==> config.mk <==
export PLATFORM = sky130hd
export DESIGN_NAME = multicycle_control_unit
export DESIGN_NICKNAME = d
export VERILOG_FILES = /design/src/rtl/cu_pkg.sv /design/src/rtl/imm_extend.sv /design/src/rtl/multicycle_control_unit.sv
export SDC_FILE = /design/constraint.sdc
export NUM_CORES = 1
export LEC_CHECK = 0
export ABC_AREA = 0
export CAP_MARGIN = 5
export CELL_PAD_IN_SITES_DETAIL_PLACEMENT = 2
export CELL_PAD_IN_SITES_GLOBAL_PLACEMENT = 2
export CORE_MARGIN = 2
export CORE_UTILIZATION = 38
export DETAILED_ROUTE_END_ITERATION = 6
export DONT_BUFFER_PORTS = 1
export GPL_TIMING_DRIVEN = 0
export PLACE_DENSITY_LB_ADDON = 0.1
export REMOVE_ABC_BUFFERS = 1
export SYNTH_ARGS = -nofsm -noshare
export SYNTH_HDL_FRONTEND = slang
export SYNTH_HIERARCHICAL = 1
export SYNTH_SLANG_ARGS = --single-unit
==> constraint.sdc <==
create_clock -name clock -period 6.1 [get_ports clock]
set_clock_uncertainty 0.1 [all_clocks]
set_input_delay 1.83 -clock clock [delete_from_list [all_inputs] [get_ports clock]]
set_output_delay 1.83 -clock clock [all_outputs]
set_load 0.02 [all_outputs]
==> src/rtl/cu_pkg.sv <==
// Shared types for the multi-cycle LEGv8 control unit: FSM states,
// ALU function codes, control-word layout and opcode decode helpers.
package cu_pkg;

  typedef enum logic [2:0] {
    FETCH, DECODE, EXEC, MEM, WB, HALT
  } state_e;

  typedef enum logic [3:0] {
    OP_ILL, OP_ADD, OP_SUB,
    OP_ADDI, OP_ADDIS, OP_SUBI, OP_SUBIS,
    OP_MOVZ, OP_LDUR, OP_STUR
  } op_e;

  typedef enum logic [1:0] {
    IMM_NONE, IMM_ZX12, IMM_SX9, IMM_MOV16
  } imm_e;

  localparam logic [4:0] FS_ADD    = 5'b00010;
  localparam logic [4:0] FS_SUB    = 5'b00101;
  localparam logic [4:0] FS_PASS_B = 5'b01100;

  // Offsets above the three register-address fields
  localparam int CW_FS     = 0;
  localparam int CW_BSEL   = 5;
  localparam int CW_REGWR  = 6;
  localparam int CW_MEMWR  = 7;
  localparam int CW_MEMRD  = 8;
  localparam int CW_STLD   = 9;
  localparam int CW_DSEL   = 10;
  localparam int CW_CTRL_W = 11;

  typedef struct packed {
    logic       d_sel;
    logic       status_ld;
    logic       mem_rd;
    logic       mem_wr;
    logic       reg_wr;
    logic       b_sel;
    logic [4:0] fs;
  } ctrl_t;

  localparam logic [10:0] OPC_ADD   = 11'h458;
  localparam logic [10:0] OPC_SUB   = 11'h658;
  localparam logic [10:0] OPC_LDUR  = 11'h7C2;
  localparam logic [10:0] OPC_STUR  = 11'h7C0;
  localparam logic [9:0]  OPC_ADDI  = 10'h244;
  localparam logic [9:0]  OPC_ADDIS = 10'h2C4;
  localparam logic [9:0]  OPC_SUBI  = 10'h344;
  localparam logic [9:0]  OPC_SUBIS = 10'h3C4;
  localparam logic [8:0]  OPC_MOVZ  = 9'h1A5;

  function automatic op_e decode_op(
    input logic [10:0] opc
  );
    op_e op;
    unique case (1'b1)
      opc == OPC_ADD:        op = OP_ADD;
      opc == OPC_SUB:        op = OP_SUB;
      opc == OPC_LDUR:       op = OP_LDUR;
      opc == OPC_STUR:       op = OP_STUR;
      opc[10:1] == OPC_ADDI:  op = OP_ADDI;
      opc[10:1] == OPC_ADDIS: op = OP_ADDIS;
      opc[10:1] == OPC_SUBI:  op = OP_SUBI;
      opc[10:1] == OPC_SUBIS: op = OP_SUBIS;
      opc[10:2] == OPC_MOVZ:  op = OP_MOVZ;
      default:               op = OP_ILL;
    endcase
    return op;
  endfunction

  function automatic imm_e imm_kind(input op_e op);
    imm_e k;
    unique case (op)
      OP_ADDI, OP_ADDIS,
      OP_SUBI, OP_SUBIS: k = IMM_ZX12;
      OP_MOVZ:           k = IMM_MOV16;
      OP_LDUR, OP_STUR:  k = IMM_SX9;
      default:           k = IMM_NONE;
    endcase
    return k;
  endfunction

  function automatic logic is_sform(input op_e op);
    return (op == OP_ADDIS) || (op == OP_SUBIS);
  endfunction

  function automatic logic is_mem(input op_e op);
    return (op == OP_LDUR) || (op == OP_STUR);
  endfunction

endpackage

==> src/rtl/imm_extend.sv <==
// Constant generator: zero-extended imm12, sign-extended imm9 and
// shifted MOVZ imm16, with a range flag for shifts past DATA_W.
module imm_extend
  import cu_pkg::*;
#(
  parameter int DATA_W = 64
) (
  input  logic [17:0]       fld_i,
  input  imm_e              kind_i,
  output logic [DATA_W-1:0] imm_o,
  output logic              range_err_o
);

  // fld_i holds instruction bits [22:5]
  logic [6:0] sh;

  assign sh = {1'b0, fld_i[17:16], 4'b0000};

  always_comb begin
    imm_o       = '0;
    range_err_o = 1'b0;
    unique case (kind_i)
      IMM_ZX12: imm_o = DATA_W'(fld_i[16:5]);
      IMM_SX9: begin
        imm_o = {{(DATA_W-9){fld_i[15]}},
                 fld_i[15:7]};
      end
      IMM_MOV16: begin
        imm_o = DATA_W'(fld_i[15:0]) << sh;
        range_err_o =
          ({25'd0, sh} >= 32'(DATA_W));
      end
      default: imm_o = '0;
    endcase
  end

endmodule

==> src/rtl/multicycle_control_unit.sv <==
// Multi-cycle LEGv8 control unit: FETCH/DECODE/EXEC/MEM/WB sequencer.
// Define ILLEGAL_TRAP_EN to halt with a sticky trap on illegal opcodes.
module multicycle_control_unit
  import cu_pkg::*;
#(
  parameter int DATA_W = 64,
  parameter int RA_W   = 5
) (
  input  logic                   clock,
  input  logic                   reset,
  input  logic [31:0]            I,
  input  logic                   i_valid,
  output logic                   i_ready,
  input  logic [3:0]             flags,
  output logic [3:0]             status,
  output logic [DATA_W-1:0]      constant,
  output logic [11+3*RA_W-1:0]   CW,
  output logic                   illegal,
  output logic                   trap
);

  state_e            state_q, state_d;
  logic [31:0]       ir_q, ir_d;
  logic [DATA_W-1:0] const_q, const_d;
  logic [3:0]        status_q, status_d;
  logic [DATA_W-1:0] ext;
  logic              ext_err;
  op_e               op;
  imm_e              kind;
  logic              bad_op;
  ctrl_t             base, ctl;
  logic [RA_W-1:0]   da, sa, sb;
  logic              cw_en;

  assign op     = decode_op(ir_q[31:21]);
  assign kind   = imm_kind(op);
  assign bad_op = (op == OP_ILL) ||
                  ((op == OP_MOVZ) && ext_err);

  imm_extend #(
    .DATA_W (DATA_W)
  ) u_ext (
    .fld_i       (ir_q[22:5]),
    .kind_i      (kind),
    .imm_o       (ext),
    .range_err_o (ext_err)
  );

  // Per-opcode function select and register fields
  always_comb begin
    base = '0;
    da   = RA_W'(ir_q[4:0]);
    sa   = RA_W'(ir_q[9:5]);
    sb   = '0;
    unique case (op)
      OP_ADD: begin
        base.fs = FS_ADD;
        sb      = RA_W'(ir_q[20:16]);
      end
      OP_SUB: begin
        base.fs = FS_SUB;
        sb      = RA_W'(ir_q[20:16]);
      end
      OP_ADDI, OP_ADDIS: begin
        base.fs    = FS_ADD;
        base.b_sel = 1'b1;
      end
      OP_SUBI, OP_SUBIS: begin
        base.fs    = FS_SUB;
        base.b_sel = 1'b1;
      end
      OP_MOVZ: begin
        base.fs    = FS_PASS_B;
        base.b_sel = 1'b1;
        sa         = '0;
      end
      OP_LDUR, OP_STUR: begin
        base.fs    = FS_ADD;
        base.b_sel = 1'b1;
        sb         = RA_W'(ir_q[4:0]);
      end
      default: begin
        da = '0;
        sa = '0;
      end
    endcase
  end

  always_comb begin
    state_d  = state_q;
    ir_d     = ir_q;
    const_d  = const_q;
    status_d = status_q;
    i_ready  = 1'b0;
    illegal  = 1'b0;
    constant = const_q;
    cw_en    = 1'b0;
    ctl      = '0;
    // Reset masks outputs so no write strobe leaks
    if (!reset) begin
      unique case (state_q)
        FETCH: begin
          i_ready = 1'b1;
          if (i_valid) begin
            ir_d    = I;
            state_d = DECODE;
          end
        end
        DECODE: begin
          cw_en    = 1'b1;
          ctl      = base;
          constant = ext;
          const_d  = ext;
          if (bad_op) begin
            illegal = 1'b1;
`ifdef ILLEGAL_TRAP_EN
            state_d = HALT;
`else
            state_d = FETCH;
`endif
          end else begin
            state_d = EXEC;
          end
        end
        EXEC: begin
          cw_en = 1'b1;
          ctl   = base;
          if (is_mem(op)) begin
            state_d = MEM;
          end else begin
            ctl.reg_wr = 1'b1;
            if (is_sform(op)) begin
              ctl.status_ld = 1'b1;
              status_d      = flags;
            end
            state_d = FETCH;
          end
        end
        MEM: begin
          cw_en = 1'b1;
          ctl   = base;
          if (op == OP_STUR) begin
            ctl.mem_wr = 1'b1;
            state_d    = FETCH;
          end else begin
            ctl.mem_rd = 1'b1;
            state_d    = WB;
          end
        end
        WB: begin
          cw_en      = 1'b1;
          ctl        = base;
          ctl.reg_wr = 1'b1;
          ctl.d_sel  = 1'b1;
          state_d    = FETCH;
        end
`ifdef ILLEGAL_TRAP_EN
        HALT: state_d = HALT;
`endif
        default: state_d = FETCH;
      endcase
    end
  end

  assign CW     = cw_en ? {ctl, sb, sa, da} : '0;
  assign status = status_q;

  always_ff @(posedge clock) begin
    if (reset) begin
      state_q  <= FETCH;
      ir_q     <= '0;
      const_q  <= '0;
      status_q <= '0;
    end else begin
      state_q  <= state_d;
      ir_q     <= ir_d;
      const_q  <= const_d;
      status_q <= status_d;
    end
  end

`ifdef ILLEGAL_TRAP_EN
  logic trap_q, trap_d;

  assign trap_d = trap_q | illegal;
  assign trap   = trap_q;

  always_ff @(posedge clock) begin
    if (reset) begin
      trap_q <= 1'b0;
    end else begin
      trap_q <= trap_d;
    end
  end
`else
  assign trap = 1'b0;
`endif

endmodule

==> impl_metrics.prom, run 1 <==
# TYPE chip_impl_metric gauge
chip_impl_metric{name="final_antenna_net_count",unit=""} 0
chip_impl_info{name="worstReg2RegStart",value="ir_q[21]$_SDFFE_PP0P_"} 1
chip_impl_info{name="status",value="complete, no violations"} 1
chip_impl_metric{name="synth-edff-count",unit=""} 0
chip_impl_metric{name="fillers",unit=""} 1624
chip_impl_metric{name="share_clk_of_total_power",unit="%"} 41.1
chip_impl_metric{name="drive_gt1_share",unit="%"} 15.6
chip_impl_metric{name="first_global_vias",unit=""} 5300
chip_impl_info{name="combinational_family_with_the_most_area_after_synthesis",value="simple AND/OR/NAND/NOR gates"} 1
chip_impl_metric{name="drt_iter0_drc",unit=""} 263
chip_impl_metric{name="gr-usage-all-layers",unit="%"} 23.9
chip_impl_metric{name="switchingPower",unit="W"} 0.000346
chip_impl_metric{name="power.density_cell_area",unit="nW/µm²"} 224
chip_impl_metric{name="clk_pin_slew_worst_paths",unit="ps"} 70
chip_impl_metric{name="buffer_ports.inserted",unit=""} 0
chip_impl_metric{name="yosys_register_bits",unit=""} 103
chip_impl_metric{name="fin_hold_ws",unit="ps"} 351
chip_impl_metric{name="first_pass_grt_wire_length",unit="µm"} 29700
chip_impl_metric{name="place_congestion",unit=""} 0.748
chip_impl_metric{name="cpPeakStageDelay",unit="ps"} 620
chip_impl_metric{name="grt_max_degree",unit=""} 109
chip_impl_metric{name="worst_ep_arrival_time",unit="ps"} 3630
chip_impl_info{name="hold_end",value="const_q[62]$_SDFF_PP0_"} 1
chip_impl_metric{name="tritoncts_num_sinks",unit=""} 103
chip_impl_metric{name="power.total",unit="W"} 0.00133
chip_impl_metric{name="max_clock_freq",unit="GHz"} 0.180
chip_impl_metric{name="hold_viol",unit=""} 0
chip_impl_metric{name="synth.yosys.warnings",unit=""} 6
chip_impl_metric{name="vdd.ir_drop.worst",unit="mV"} 0.123
chip_impl_info{name="kind_of_end_point_of_the_critical_path",value="output port"} 1
chip_impl_metric{name="wire_per_inst",unit="µm"} 21.2
chip_impl_metric{name="place.detailed.hpwl",unit="µm"} 12300
chip_impl_metric{name="r2r_slack",unit="ps"} 2770
chip_impl_metric{name="finalWorstPathRequiredPeriod",unit="ps"} 5560
chip_impl_metric{name="die_area",unit="µm²"} 15500
chip_impl_metric{name="async_set_or_reset_flop_fraction_in_the_synthesized_netlist",unit="%"} 0
chip_impl_info{name="setup_repair_after_global_routing_missed_its_margin",value="false"} 1
chip_impl_metric{name="timing.final.crit_share",unit="%"} 91.1
chip_impl_metric{name="hold-path-cell-count",unit=""} 2
chip_impl_metric{name="ys_types",unit=""} 53
chip_impl_metric{name="tritoncts.num_buffers",unit=""} 9
chip_impl_info{name="cts_tree",value="done"} 1
chip_impl_metric{name="diodes",unit=""} 0
chip_impl_metric{name="worst_pin_slew",unit="ps"} 1240
chip_impl_metric{name="die_y",unit="µm"} 124
chip_impl_metric{name="floorplan.die.width",unit="µm"} 124
chip_impl_metric{name="setup_total_negative_slack",unit="ps"} 0
chip_impl_info{name="crit_chain",value="nand2b_1, or2_2, buf_12, nor2_4, buf_12, buf_16, mux2_2"} 1
chip_impl_metric{name="globalRouteOverflowTotal",unit=""} 0
chip_impl_info{name="worst_path_max_delay_cell",value="sky130_fd_sc_hd__nor2_4"} 1
chip_impl_info{name="cts_root_buf",value="sky130_fd_sc_hd__clkbuf_16"} 1
chip_impl_metric{name="synth_compound_area_share",unit="%"} 19.3
chip_impl_metric{name="area_fraction_of_the_dominant_cell_type_after_synthesis",unit="%"} 37.4
chip_impl_info{name="holdCritPathClass",value="flip-flop to flip-flop"} 1
chip_impl_metric{name="clock_insertion_delay_worst_skew",unit="ps"} 360
chip_impl_metric{name="maximum_level_of_the_cts_h_tree",unit=""} 3
chip_impl_metric{name="io_pins",unit=""} 136
chip_impl_info{name="yosys_most_used_dff",value="sky130_fd_sc_hd__dfxtp_1"} 1
chip_impl_metric{name="intPower",unit="W"} 0.000986
chip_impl_metric{name="power_switching_share",unit="%"} 26.0
chip_impl_metric{name="routed_wl",unit="µm"} 18400
chip_impl_metric{name="post-route-drc-count",unit=""} 0
chip_impl_metric{name="yosys-mux-area-fraction",unit="%"} 13.8
chip_impl_info{name="critPathMostFrequentCell",value="sky130_fd_sc_hd__buf_12"} 1
chip_impl_metric{name="max-clock-path-buffers",unit=""} 2
chip_impl_metric{name="synth.cell_area",unit="µm²"} 5510
chip_impl_metric{name="area_growth_syn_to_layout",unit="%"} 7.86
chip_impl_metric{name="finalCoreUtilization",unit="%"} 42.3
chip_impl_metric{name="yosys.area_share.adder",unit="%"} 0
chip_impl_metric{name="firstDrtPassIters",unit=""} 4
chip_impl_metric{name="floorplan.initialDensity",unit="%"} 39.2
chip_impl_metric{name="route.vias.total",unit=""} 4951
chip_impl_metric{name="antenna_found_initial",unit=""} 0
chip_impl_metric{name="slew_violations",unit=""} 0
chip_impl_metric{name="post_synth.cell_area_avg",unit="µm²"} 7.67
chip_impl_metric{name="critical_path.max_fanout",unit=""} 34
chip_impl_metric{name="std_cell_rows",unit=""} 43
chip_impl_metric{name="design.core.area",unit="µm²"} 14000
chip_impl_metric{name="combPwrFrac",unit="%"} 6.0
chip_impl_info{name="synth_area_leader_cell",value="sky130_fd_sc_hd__dfxtp_1"} 1
chip_impl_metric{name="final_nets",unit=""} 722
chip_impl_info{name="synth.top_cells.by_area",value="sky130_fd_sc_hd__dfxtp_1, sky130_fd_sc_hd__nand2_1, sky130_fd_sc_hd__mux2_2"} 1
chip_impl_metric{name="worst-endpoint-required",unit="ps"} 4170
chip_impl_metric{name="number_of_endpoints_failing_setup_at_the_final_stage",unit=""} 0
chip_impl_info{name="timing.setup.critical_path_class",value="flip-flop to output port"} 1
chip_impl_metric{name="synth-xor-area-share",unit="%"} 0.318
chip_impl_metric{name="yosys.area_share.simple",unit="%"} 22.6
chip_impl_metric{name="drv.max_cap_violation_count",unit=""} 0
chip_impl_info{name="crit-reg2reg-capture",value="const_q[13]$_SDFF_PP0_"} 1
chip_impl_metric{name="fraction_of_the_yosys_area_taken_by_sequential_cells",unit="%"} 37.4
chip_impl_info{name="hold_path.startpoint",value="const_q[62]$_SDFF_PP0_"} 1
chip_impl_metric{name="leakage",unit="nW"} 2.08
chip_impl_metric{name="avgViaCountPerCell",unit=""} 5.70
chip_impl_metric{name="seqPwrFrac",unit="%"} 52.9
chip_impl_metric{name="rr_worst_depth",unit=""} 8
chip_impl_metric{name="cell_count_after_synthesis",unit=""} 718
chip_impl_info{name="startpoint_type",value="flip-flop"} 1
chip_impl_metric{name="worst_slew_slack_as_a_fraction_of_its_limit",unit="%"} 17.4
[critical path: cells and delay by family (launching register included)]
kind	cells	cell delay [ps]
buffers and inverters	3	770
AND/OR/NAND/NOR	3	1430
flip-flops	1	600
multiplexers	1	420
[flip-flops by register name, indices dropped and copies added (netlist names)]
signal   cells
ir_q        32
const_q     64
status       4
state_q      3
[metrics by stage]
| stage | instances | setup slack (ps) | cell area [µm²] |
|---|---|---|---|
| floorplan | 657 | -957 | 5230 |
| global placement | 837 | -2740 | 5450 |
| finish | 868 | 545 | 5940 |
| CTS | 867 | 184 | 5930 |
| detailed placement | 845 | -138 | 5620 |
| global route | 868 | 265 | 5940 |
[synthesized netlist by cell type, types with 4 or more instances]
cell,n
sky130_fd_sc_hd__nand2_1,201
sky130_fd_sc_hd__nor4_1,4
sky130_fd_sc_hd__clkbuf_1,42
sky130_fd_sc_hd__mux2_2,64
sky130_fd_sc_hd__nor3_1,6
sky130_fd_sc_hd__o21ai_0,56
sky130_fd_sc_hd__nor2_1,16
sky130_fd_sc_hd__a22o_1,5
sky130_fd_sc_hd__nand2b_1,5
sky130_fd_sc_hd__dfxtp_1,103
sky130_fd_sc_hd__buf_6,4
sky130_fd_sc_hd__a221o_1,10
sky130_fd_sc_hd__mux2i_1,4
sky130_fd_sc_hd__and2_1,11
sky130_fd_sc_hd__and3b_1,8
sky130_fd_sc_hd__buf_2,10
sky130_fd_sc_hd__inv_1,18
sky130_fd_sc_hd__a21oi_1,98
[what timing repair did]
action                     4_1_cts  5_1_grt
hold endpoints to repair         0        0
pin swaps                        3        1
setup endpoints to repair       49       25
gates resized for setup          1        0
hold buffers                     0        0
cloned                           0        0
setup buffers                    6        1
[metal layers]
metal	wire, µm	up-vias	global-route usage, %
met4	220	0	6.35
met3	853	13	5.67
met2	9210	96	41.8
met1	8100	2461	29.5
li1	-	2381	-
met5	0	-	0
[power by group through the flow]
stage,Clock (W),Sequential [W],Combinational [W]
CTS,0.000565,0.000705,0.0000815
global route,0.000591,0.000707,0.0000897
floorplan,0,0.000711,0.0000520
detailed placement,0,0.000721,0.0000810
finish,0.000547,0.000705,0.0000800
global placement,0,0.000719,0.0000716
[worst max path at each step]
stage,from,to,slack (ps),cells past startpoint
after floorplan,reset,constant[0],-960,2
after global placement,reset,constant[8],-2740,2
after detailed placement,ir_q[22]$_SDFFE_PP0P_,constant[52],-140,6
after CTS,ir_q[21]$_SDFFE_PP0P_,constant[27],180,9
after global routing,ir_q[22]$_SDFFE_PP0P_,constant[8],260,6
final,state_q[0]$_SDFFE_PP0P_,constant[7],540,7
[cell usage in the layout, fill, tap and decap left out, types with 2 or more instances in the layout]
cell                        synthesis  final
sky130_fd_sc_hd__nand3b_1           3      3
sky130_fd_sc_hd__buf_12             0      3
sky130_fd_sc_hd__o21ai_0           56     56
sky130_fd_sc_hd__nor4_1             4      4
sky130_fd_sc_hd__buf_6              4      3
sky130_fd_sc_hd__clkbuf_16          0      9
sky130_fd_sc_hd__nor3_1             6      5
sky130_fd_sc_hd__mux2i_1            4      4
sky130_fd_sc_hd__and3_1             2      2
sky130_fd_sc_hd__o2111a_1           2      2
sky130_fd_sc_hd__and2_1            11     11
sky130_fd_sc_hd__nand4b_1           2      2
sky130_fd_sc_hd__buf_4              3      7
sky130_fd_sc_hd__nand3_1            3      3
sky130_fd_sc_hd__and4bb_1           2      2
sky130_fd_sc_hd__nand2_1          201    201
sky130_fd_sc_hd__conb_1             2      3
sky130_fd_sc_hd__or3_1              2      2
sky130_fd_sc_hd__a22o_1             5      5
sky130_fd_sc_hd__nand2b_1           5      5
sky130_fd_sc_hd__inv_1             18     18
sky130_fd_sc_hd__nor2_4             0      2
sky130_fd_sc_hd__xnor2_1            2      2
sky130_fd_sc_hd__clkinv_2           0      4
sky130_fd_sc_hd__dfxtp_1          103    103
sky130_fd_sc_hd__buf_16             0      2
sky130_fd_sc_hd__o21a_1             3      3
sky130_fd_sc_hd__a21oi_1           98     97
sky130_fd_sc_hd__nor2_1            16     14
sky130_fd_sc_hd__a221o_1           10     10
sky130_fd_sc_hd__nor3_2             1      2
sky130_fd_sc_hd__and3b_1            8      8
sky130_fd_sc_hd__o22ai_1            2      2
sky130_fd_sc_hd__mux2_2            64     64
[cells by family after synthesis]
logic type,count (synthesis)
AO/OA/AOI/OAI,186
XOR/XNOR,2
AND/OR/NAND/NOR,277
buffers and inverters,80
other,2
flip-flops,103
multiplexers,68
[area by class of cell]
type,count,area (µm²),share of cell area (%)
Clock inverter,6,36.3,0.611
Inverter,18,67.6,1.14
Clock buffer,10,229,3.85
Sequential cell,103,2060,34.7
Timing Repair Buffer,15,201,3.39
Multi-Input combinational cell,536,3120,52.5
Tap cell,180,225,3.79
(Power assumes the default switching activity.)
==> inputs of run 2 (changes only) <==
--- a/config.mk
+++ b/config.mk
@@ -13,6 +13,7 @@
 export CORE_UTILIZATION = 38
 export DETAILED_ROUTE_END_ITERATION = 6
 export DONT_BUFFER_PORTS = 1
+export GPL_ROUTABILITY_DRIVEN = 0
 export GPL_TIMING_DRIVEN = 0
 export PLACE_DENSITY_LB_ADDON = 0.1
 export REMOVE_ABC_BUFFERS = 1
==> results of run 2 <==
No change in the layout: final DEF, timing and power equal those of run 1.
